### src/rtl/serial_subtractor_pkg.sv
// Shared definitions for the bit-serial subtractor: FSM state encoding and
// the default operand width.
package serial_subtractor_pkg;

  localparam int unsigned DEFAULT_WIDTH = 8;

  typedef enum logic [1:0] {
    ST_IDLE = 2'd0,
    ST_RUN  = 2'd1,
    ST_DONE = 2'd2
  } state_e;

endpackage

### src/rtl/serial_subtractor_full_subtractor_bit.sv
// One-bit full subtractor assembled from two half-subtractor cells and an OR;
// purely combinational.
module half_subtractor (
  input  logic a,
  input  logic b,
  output logic d,
  output logic bout
);

  assign d    = a ^ b;
  assign bout = ~a & b;

endmodule

module full_subtractor_bit (
  input  logic a,
  input  logic b,
  input  logic bin,
  output logic d,
  output logic bout
);

  logic d1_s;
  logic bo1_s;
  logic bo2_s;

  half_subtractor u_hs_ab (
    .a    (a),
    .b    (b),
    .d    (d1_s),
    .bout (bo1_s)
  );

  // Second stage folds in the incoming borrow.
  half_subtractor u_hs_bin (
    .a    (d1_s),
    .b    (bin),
    .d    (d),
    .bout (bo2_s)
  );

  assign bout = bo1_s | bo2_s;

endmodule

### src/rtl/serial_subtractor.sv
// Bit-serial unsigned subtractor: Diff = A - B, one bit per cycle LSB first,
// with a start/done handshake and a held result.
module serial_subtractor
  import serial_subtractor_pkg::*;
#(
  parameter int unsigned WIDTH = DEFAULT_WIDTH
) (
  input  logic             clk,
  input  logic             rst_n,
  input  logic             start,
  input  logic [WIDTH-1:0] A,
  input  logic [WIDTH-1:0] B,
  output logic             busy,
  output logic             done,
  output logic [WIDTH-1:0] Diff,
  output logic             Bor
);

  localparam int unsigned       CNT_W    = $clog2(WIDTH);
  localparam logic [CNT_W-1:0]  CNT_LAST = CNT_W'(WIDTH - 1);

  state_e             state_q, state_d;
  logic [WIDTH-1:0]   a_q, a_d;
  logic [WIDTH-1:0]   b_q, b_d;
  logic [WIDTH-1:0]   d_q, d_d;
  logic [WIDTH-1:0]   diff_q, diff_d;
  logic               bor_q, bor_d;
  logic               borrow_q, borrow_d;
  logic [CNT_W-1:0]   cnt_q, cnt_d;

  logic               bit_d_s;
  logic               bit_bo_s;

  full_subtractor_bit u_fsb (
    .a    (a_q[0]),
    .b    (b_q[0]),
    .bin  (borrow_q),
    .d    (bit_d_s),
    .bout (bit_bo_s)
  );

  always_comb begin
    state_d  = state_q;
    a_d      = a_q;
    b_d      = b_q;
    d_d      = d_q;
    diff_d   = diff_q;
    bor_d    = bor_q;
    borrow_d = borrow_q;
    cnt_d    = cnt_q;
    case (state_q)
      ST_IDLE, ST_DONE: begin
        if (start) begin
          a_d      = A;
          b_d      = B;
          d_d      = '0;
          borrow_d = 1'b0;
          cnt_d    = '0;
          state_d  = ST_RUN;
        end else begin
          state_d  = ST_IDLE;
        end
      end
      ST_RUN: begin
        a_d      = {1'b0, a_q[WIDTH-1:1]};
        b_d      = {1'b0, b_q[WIDTH-1:1]};
        d_d      = {bit_d_s, d_q[WIDTH-1:1]};
        borrow_d = bit_bo_s;
        cnt_d    = cnt_q + CNT_W'(1);
        // Last bit: publish the fully shifted difference and final borrow.
        if (cnt_q == CNT_LAST) begin
          diff_d  = {bit_d_s, d_q[WIDTH-1:1]};
          bor_d   = bit_bo_s;
          state_d = ST_DONE;
        end else begin
          state_d = ST_RUN;
        end
      end
      default: begin
        state_d = ST_IDLE;
      end
    endcase
  end

  always_ff @(posedge clk) begin
    if (!rst_n) begin
      state_q  <= ST_IDLE;
      a_q      <= '0;
      b_q      <= '0;
      d_q      <= '0;
      diff_q   <= '0;
      bor_q    <= 1'b0;
      borrow_q <= 1'b0;
      cnt_q    <= '0;
    end else begin
      state_q  <= state_d;
      a_q      <= a_d;
      b_q      <= b_d;
      d_q      <= d_d;
      diff_q   <= diff_d;
      bor_q    <= bor_d;
      borrow_q <= borrow_d;
      cnt_q    <= cnt_d;
    end
  end

  assign busy = (state_q == ST_RUN);
  assign done = (state_q == ST_DONE);
  assign Diff = diff_q;
  assign Bor  = bor_q;

endmodule

### config.mk
export PLATFORM = sky130hd
export DESIGN_NAME = serial_subtractor
export DESIGN_NICKNAME = d
export VERILOG_FILES = /design/src/rtl/serial_subtractor_pkg.sv /design/src/rtl/serial_subtractor_full_subtractor_bit.sv /design/src/rtl/serial_subtractor.sv
export SDC_FILE = /design/constraint.sdc
export NUM_CORES = 1
export LEC_CHECK = 0
export ABC_AREA = 1
export CAP_MARGIN = 15
export CORE_ASPECT_RATIO = 0.5
export CORE_MARGIN = 2
export CORE_UTILIZATION = 32
export DETAILED_ROUTE_END_ITERATION = 6
export PLACE_DENSITY = 0.52
export SYNTH_ARGS = -nofsm -noshare
export SYNTH_HDL_FRONTEND = slang
export SYNTH_SLANG_ARGS = --single-unit
### constraint.sdc
create_clock -name clk -period 1.98 [get_ports clk]
set_clock_uncertainty 0.2 [all_clocks]
set_input_delay 0.297 -clock clk [delete_from_list [all_inputs] [get_ports clk]]
set_output_delay 0.297 -clock clk [all_outputs]
set_load 0.01 [all_outputs]
==> reports/results.ini, run 1 <==
[worst_setup_path]
cp_slowest_cell = clkdlybuf4s50_1
path_class = register to primary output
critPathCaptureType = primary output
cp-start-kind = register
cp_max_fo = 16
r2r_slack_ns = 0.34
cpPeakStageDelay_ns = 0.54
required_ns = 1.48
path_cells = inv_4, nor2_1, clkdlybuf4s50_1
cpLargestDelayFamily = buffers and inverters
arrival_ns = 1.37
crit_end = done
reg2regPathDepth = 6
timing.rr.end = Diff[0]
cp_num_buf_inv = 2
r2r-start = state_q[0]
crit_start = state_q[1]
crit_cells = 3

[logic_synthesis]
ys_seq_elements = 38
synth_edf_count = 0
synth_top_area_cell = dfxtp_1
ys_warn_count = 0
yosysSeqAreaShare = 0.4205
synth_area_leaders = dfxtp_1, nand3_1, nand2_1
syn_area_per_cell_sq_um = 7.237
synth_top_flop_cell = dfxtp_1
ys_types = 21
yosys-top-cells-count = nand2_1, nand3_1, dfxtp_1, inv_1, nor2_1
syn_area_sq_um = 1809
syn-num-nets = 272
async_flop_share = 0
synth_top_area_frac = 0.4205
yosysMostFrequentCell = nand2_1
syn_inst = 250

[detailed_routing]
wl_um = 4012
num_vias = 1567
drc_errors = 0
drt_iter0_drc = 50
firstDrtPassIters = 4
final_antenna_net_count = 0
post_drt_wl_per_cell_um = 11.50
via_per_inst = 4.490

[cells_and_area]
multi_input_area_sq_um = 784.5
syn2layout_area_growth_pct = 25.45
drive_above_1_share = 0.1087
diodes = 0
final_cell_count_no_fill = 349
nFillCells = 586
seqCellArea_sq_um = 762.0
fin_nets = 297
utilization = 0.4151

[clock_network]
htree_levels = 2
post_cts_buffers = 0
cts.repair.resized = 0
clock_latency_ns = 0.28
cts-root-buf = clkbuf_16
cts_hold_buf = 0
numCtsBuffers = 5
clock_sinks = 38
cts_tree = built
clkSlewWorstSetupHoldPaths_ns = 0.06
clockBufferDepth = 2

[pwr]
comb_power_share = 0.143
clockPowerShare = 0.423
p_sw_frac = 0.2510
p_leak_uw = 0.001011
pwr-share-seq = 0.434
max-vdd-ir-drop_mv = 0.3376
intPower_uw = 1419
power_switching_uw = 475.6
p_per_area_nw_per_um2 = 834.6

[global_routing]
track_usage = 0.1382
grt_pass1_vias = 1458
grt_pass1_wl_um = 6831
antenna_found_initial = 0
grt_overflow = 0
grt_start_max_net_pins = 44

[sta]
hold_violations = 0
max_slew_margin = 0.6484
period_needed_ns = 1.864
rsz0062_at_grt = false
fin_setup_tns_ns = 0
slew_viol_final = 0
period_share = 0.9417
maxClockFrequency_mhz = 536.3
tightest_slew_ns = 0.5255
setup_viol = 0

[die]
initial_core_util = 0.3309
die_h_um = 57.17
coreArea_sq_um = 5468
rows = 19
die_w_um = 110.3
die_area_sq_um = 6308
num_io_pins = 30

[placed_design]
place_congestion = 0.7379
place_hpwl_um = 2539
placed_cells_incl_taps = 341
port_buffers = 29

[min_path]
hp-class = register to register

[job]
maxCapViolCount = 0

[status]
status = finished, final reports clean

cell usage in the layout (no fill, tap or decap), drive strengths merged:
master / n
nand2: 60
nand3: 49
dfxtp: 38
inv: 35
clkdlybuf4s50: 29
nor2: 16
a21oi: 15
nor3: 14
clkbuf: 6
buf: 5
o21ai: 2
ha: 2
clkinv: 2
nand3b: 1
fa: 1
clkinvlp: 1
worst reg2reg max path, delay by kind of cell, from the launching register on:
family	cells	cell delay, ns
compound gates	1	0.07
buf+inv	2	0.40
flops	1	0.39
simple gates	3	0.44
per-stage QoR:
stage	hold slack, ns	area (sq um)	setup WS, ns	total power (uW)
global route	0.2946	2270	0.05265	2000
CTS	0.2709	2266	0.007750	1918
detailed placement	0.2588	2115	0.3084	1113
global placement	0.2549	2115	0.3161	1110
finish	0.2721	2270	0.1155	1894
floorplan	0.2284	1809	0.5873	1043
worst min-delay path by stage:
stage,start,endpoint,slack [ns],cells past startpoint
floorplan,cnt_q[0],cnt_q[0],0.23,1
global placement,Diff[0],Diff[0],0.25,2
CTS,cnt_q[0],cnt_q[0],0.27,1
global route,d_q[4],Diff[3],0.29,2
detailed placement,cnt_q[0],cnt_q[0],0.26,1
finish,cnt_q[0],cnt_q[0],0.27,1
state kept, by name (all words and copies together), names as in the netlist:
signal	count
d_q	7
cnt_q	3
Diff	8
a_q	8
state_q	2
Bor	1
borrow_q	1
b_q	8
per-layer routing:
metal | GRT usage | wire length (um)
met1 | 0.1867 | 2001
met2 | 0.2200 | 1829
met3 | 0.03429 | 150
met4 | 0.04286 | 30
met5 | 0 | 0
layout make-up:
class,count,share of cell area
clock inverter,2,0.005513
inverter,36,0.06174
clock buffer,6,0.06119
multi-input combinational,160,0.3456
tap,73,0.04024
sequential,38,0.3357
timing repair buffer,34,0.1499
cells by family (layout without fill, tap and decap cells):
logic type / count (synthesis) / after routing / share of synthesized area
AOI/OAI and AO/OA: 17 / 17 / 0.05740
adders and majority gates: 3 / 3 / 0.02489
buffers and inverters: 52 / 78 / 0.1459
DFF: 38 / 38 / 0.4205
and+or+nand+nor: 140 / 140 / 0.3513
power by group through the flow:
| stage | Clock, uW | Combinational, uW | Sequential, uW |
|---|---|---|---|
| finish | 802 | 270 | 822 |
| floorplan | 0 | 209 | 834 |
| CTS | 820 | 275 | 823 |
| global route | 863 | 309 | 828 |
| detailed placement | 0 | 273 | 839 |
| global placement | 0 | 271 | 839 |
Note: power is estimated with default switching activity, not from simulation.
==> inputs of run 2 (changes only) <==
- CORE_MARGIN: 2 -> unset
- CTS_BUF_LIST: unset -> sky130_fd_sc_hd__clkbuf_16
- SKIP_LAST_GASP: unset -> 1
==> run 2 against run 1 <==
Compared with the run above: global-route usage grew 1.0 points; first-iteration DRC count down 28%; combinational power is essentially flat; routed wire length grew 1.1%; register-to-register slack about the same; non-clock buffer count is 1 lower; clock power shrank 7.5%; sequential cell count is the same; die area down 5.2%; highest routed layer unchanged.
==> reports/results.ini, run 2 (synthesis gave the netlist of run 1 again) <==
[worst_setup_path]
cp_max_fo = 16  ; unchanged
arrival_ns = 1.37  ; about the same
critPathCaptureType = primary output
path_class = register to primary output
cp-start-kind = register
crit_start = state_q[1]
r2r-start = state_q[0]
required_ns = 1.48  ; about the same

[cells_and_area]
diodes = 0  ; unchanged
drive_above_1_share = 0.1022  ; -0.006506
fin_nets = 296  ; -0.34%
final_common_cell = nand2_1
utilization = 0.4329  ; +0.01775
most-common-layout-cells = nand2_1, nand3_1, dfxtp_1, inv_1, clkdlybuf4s50_1
syn2layout_area_growth_pct = 23.93

[clock_network]
clkSlewWorstSetupHoldPaths_ns = 0.06  ; about the same
htree_levels = 2  ; unchanged
clock_latency_ns = 0.27  ; about the same
post_cts_buffers = 0  ; unchanged
cts-root-buf = clkbuf_16
clock_sinks = 38  ; unchanged
cts_tree = built
clockBufferDepth = 2  ; unchanged
numCtsBuffers = 5  ; unchanged

[sta]
slew_viol_final = 0  ; unchanged
hold_ws_ns = 0.2706  ; -0.001544 ns
hold_violations = 0  ; unchanged
period_needed_ns = 1.865  ; +0.0008520 ns
tightest_slew_ns = 0.5205  ; -0.005075 ns
period_share = 0.9421  ; about the same
rsz0062_at_grt = false
max_slew_margin = 0.6518  ; +0.003396
fin_setup_tns_ns = 0  ; unchanged
worst_slack_ns = 0.1147  ; -0.0008520 ns
setup_viol = 0  ; unchanged
maxClockFrequency_mhz = 536.1  ; about the same

[global_routing]
track_usage = 0.1482  ; +0.009996
antenna_found_initial = 0  ; unchanged
grt_pass1_vias = 1466  ; +0.55%
grt_start_max_net_pins = 44  ; unchanged
grt_overflow = 0  ; unchanged
grt_pass1_wl_um = 6699  ; -1.9%

[status]
status = finished, final reports clean

[die]
num_io_pins = 30  ; unchanged
initial_core_util = 0.3493  ; +0.01838
coreArea_sq_um = 5180  ; -5.3%
rows = 18  ; -1
die_area_sq_um = 5977  ; -5.2%
die_h_um = 55.17  ; -3.5%
die_w_um = 108.3  ; -1.8%

[detailed_routing]
final_antenna_net_count = 0  ; unchanged
firstDrtPassIters = 4  ; unchanged
wl_um = 4058  ; +1.1%
via_per_inst = 4.605  ; +2.6%
post_drt_wl_per_cell_um = 11.80  ; +2.6%
drc_errors = 0  ; unchanged
num_vias = 1584  ; +1.1%
drt_iter0_drc = 36  ; -28%

[min_path]
hp-class = register to register
hp-start = Diff[0]

[placed_design]
port_buffers = 29  ; unchanged
place_hpwl_um = 2564  ; +0.96%
dp_slack_ns = 0.2981  ; -0.01025 ns
place_congestion = 0.6822  ; -7.5%

[pwr]
max-vdd-ir-drop_mv = 0.3304  ; -2.1%
p_per_area_nw_per_um2 = 818.6  ; -1.9%
p_leak_uw = 0.001002  ; -0.81%

[job]
maxCapViolCount = 0  ; unchanged

run 2: cell count changes in the layout (fill, tap and decap cells not counted):
| cell | change |
|---|---|
| buf_4 | -1 |
| clkbuf_8 | -1 |
| clkinv_2 | +1 |
| clkinvlp_4 | -1 |
run 2: timing repair:
action | in CTS | in global routing
endpoints found under the setup margin | 0 | 1
hold buffers | 0 | 0
gates resized for setup | 0 | 2
endpoints found under the hold margin | 0 | 0
run 2: critical path: stages (launching register included):
cell             delay [ns]
dfxtp_2                0.37
inv_4                  0.09
nor2_1                 0.10
clkdlybuf4s50_1        0.54
run 2: per-layer routing:
| metal | part of all wire | track usage | vias up | wire length [um] |
|---|---|---|---|---|
| li1 | - | - | 832 | - |
| met1 | 0.51 | 0.1818 | 728 | 2062 |
| met2 | 0.45 | 0.2643 | 22 | 1829 |
| met3 | 0.037 | 0.04333 | 2 | 152 |
| met4 | 0.0030 | 0.03378 | 0 | 12 |
| met5 | 0 | 0 | - | 0 |
run 2: stage by stage:
stage | std cells | cell area (sq um) | total power, uW
final | 344 | 2242 | 1835
after global routing | 344 | 2242 | 1929
after CTS | 344 | 2238 | 1858
after detailed placement | 337 | 2103 | 1110
after global placement | 337 | 2103 | 1108
after floorplan | 250 | 1809 | 1043
run 2: power by group:
group | switching, uW | leakage, uW | internal [uW]
Combinational | 157 | 0.000622 | 113
Clock | 288 | 0.0000694 | 454
Sequential | 17.0 | 0.000311 | 806
run 2: final cells by class:
| type | count | area [sq um] |
|---|---|---|
| clock buffers | 5 | 125.1 |
| clock inverters | 2 | 10.01 |
| fillers | 565 | 2938 |
| inverters | 36 | 140.1 |
| multi-input cells | 160 | 784.5 |
| flip-flops and latches | 38 | 762.0 |
| well taps | 70 | 87.58 |
| repair buffers | 33 | 332.8 |
run 2: final timing paths:
| kind | endpoint | slack, ns | cells past startpoint |
|---|---|---|---|
| worst max-delay path | done | 0.11 | 3 |
| worst min-delay path | Diff[0] | 0.27 | 2 |
| worst max register to register | Diff[4] | 0.34 | 7 |
| worst min register to register | Diff[0] | 0.27 | 2 |
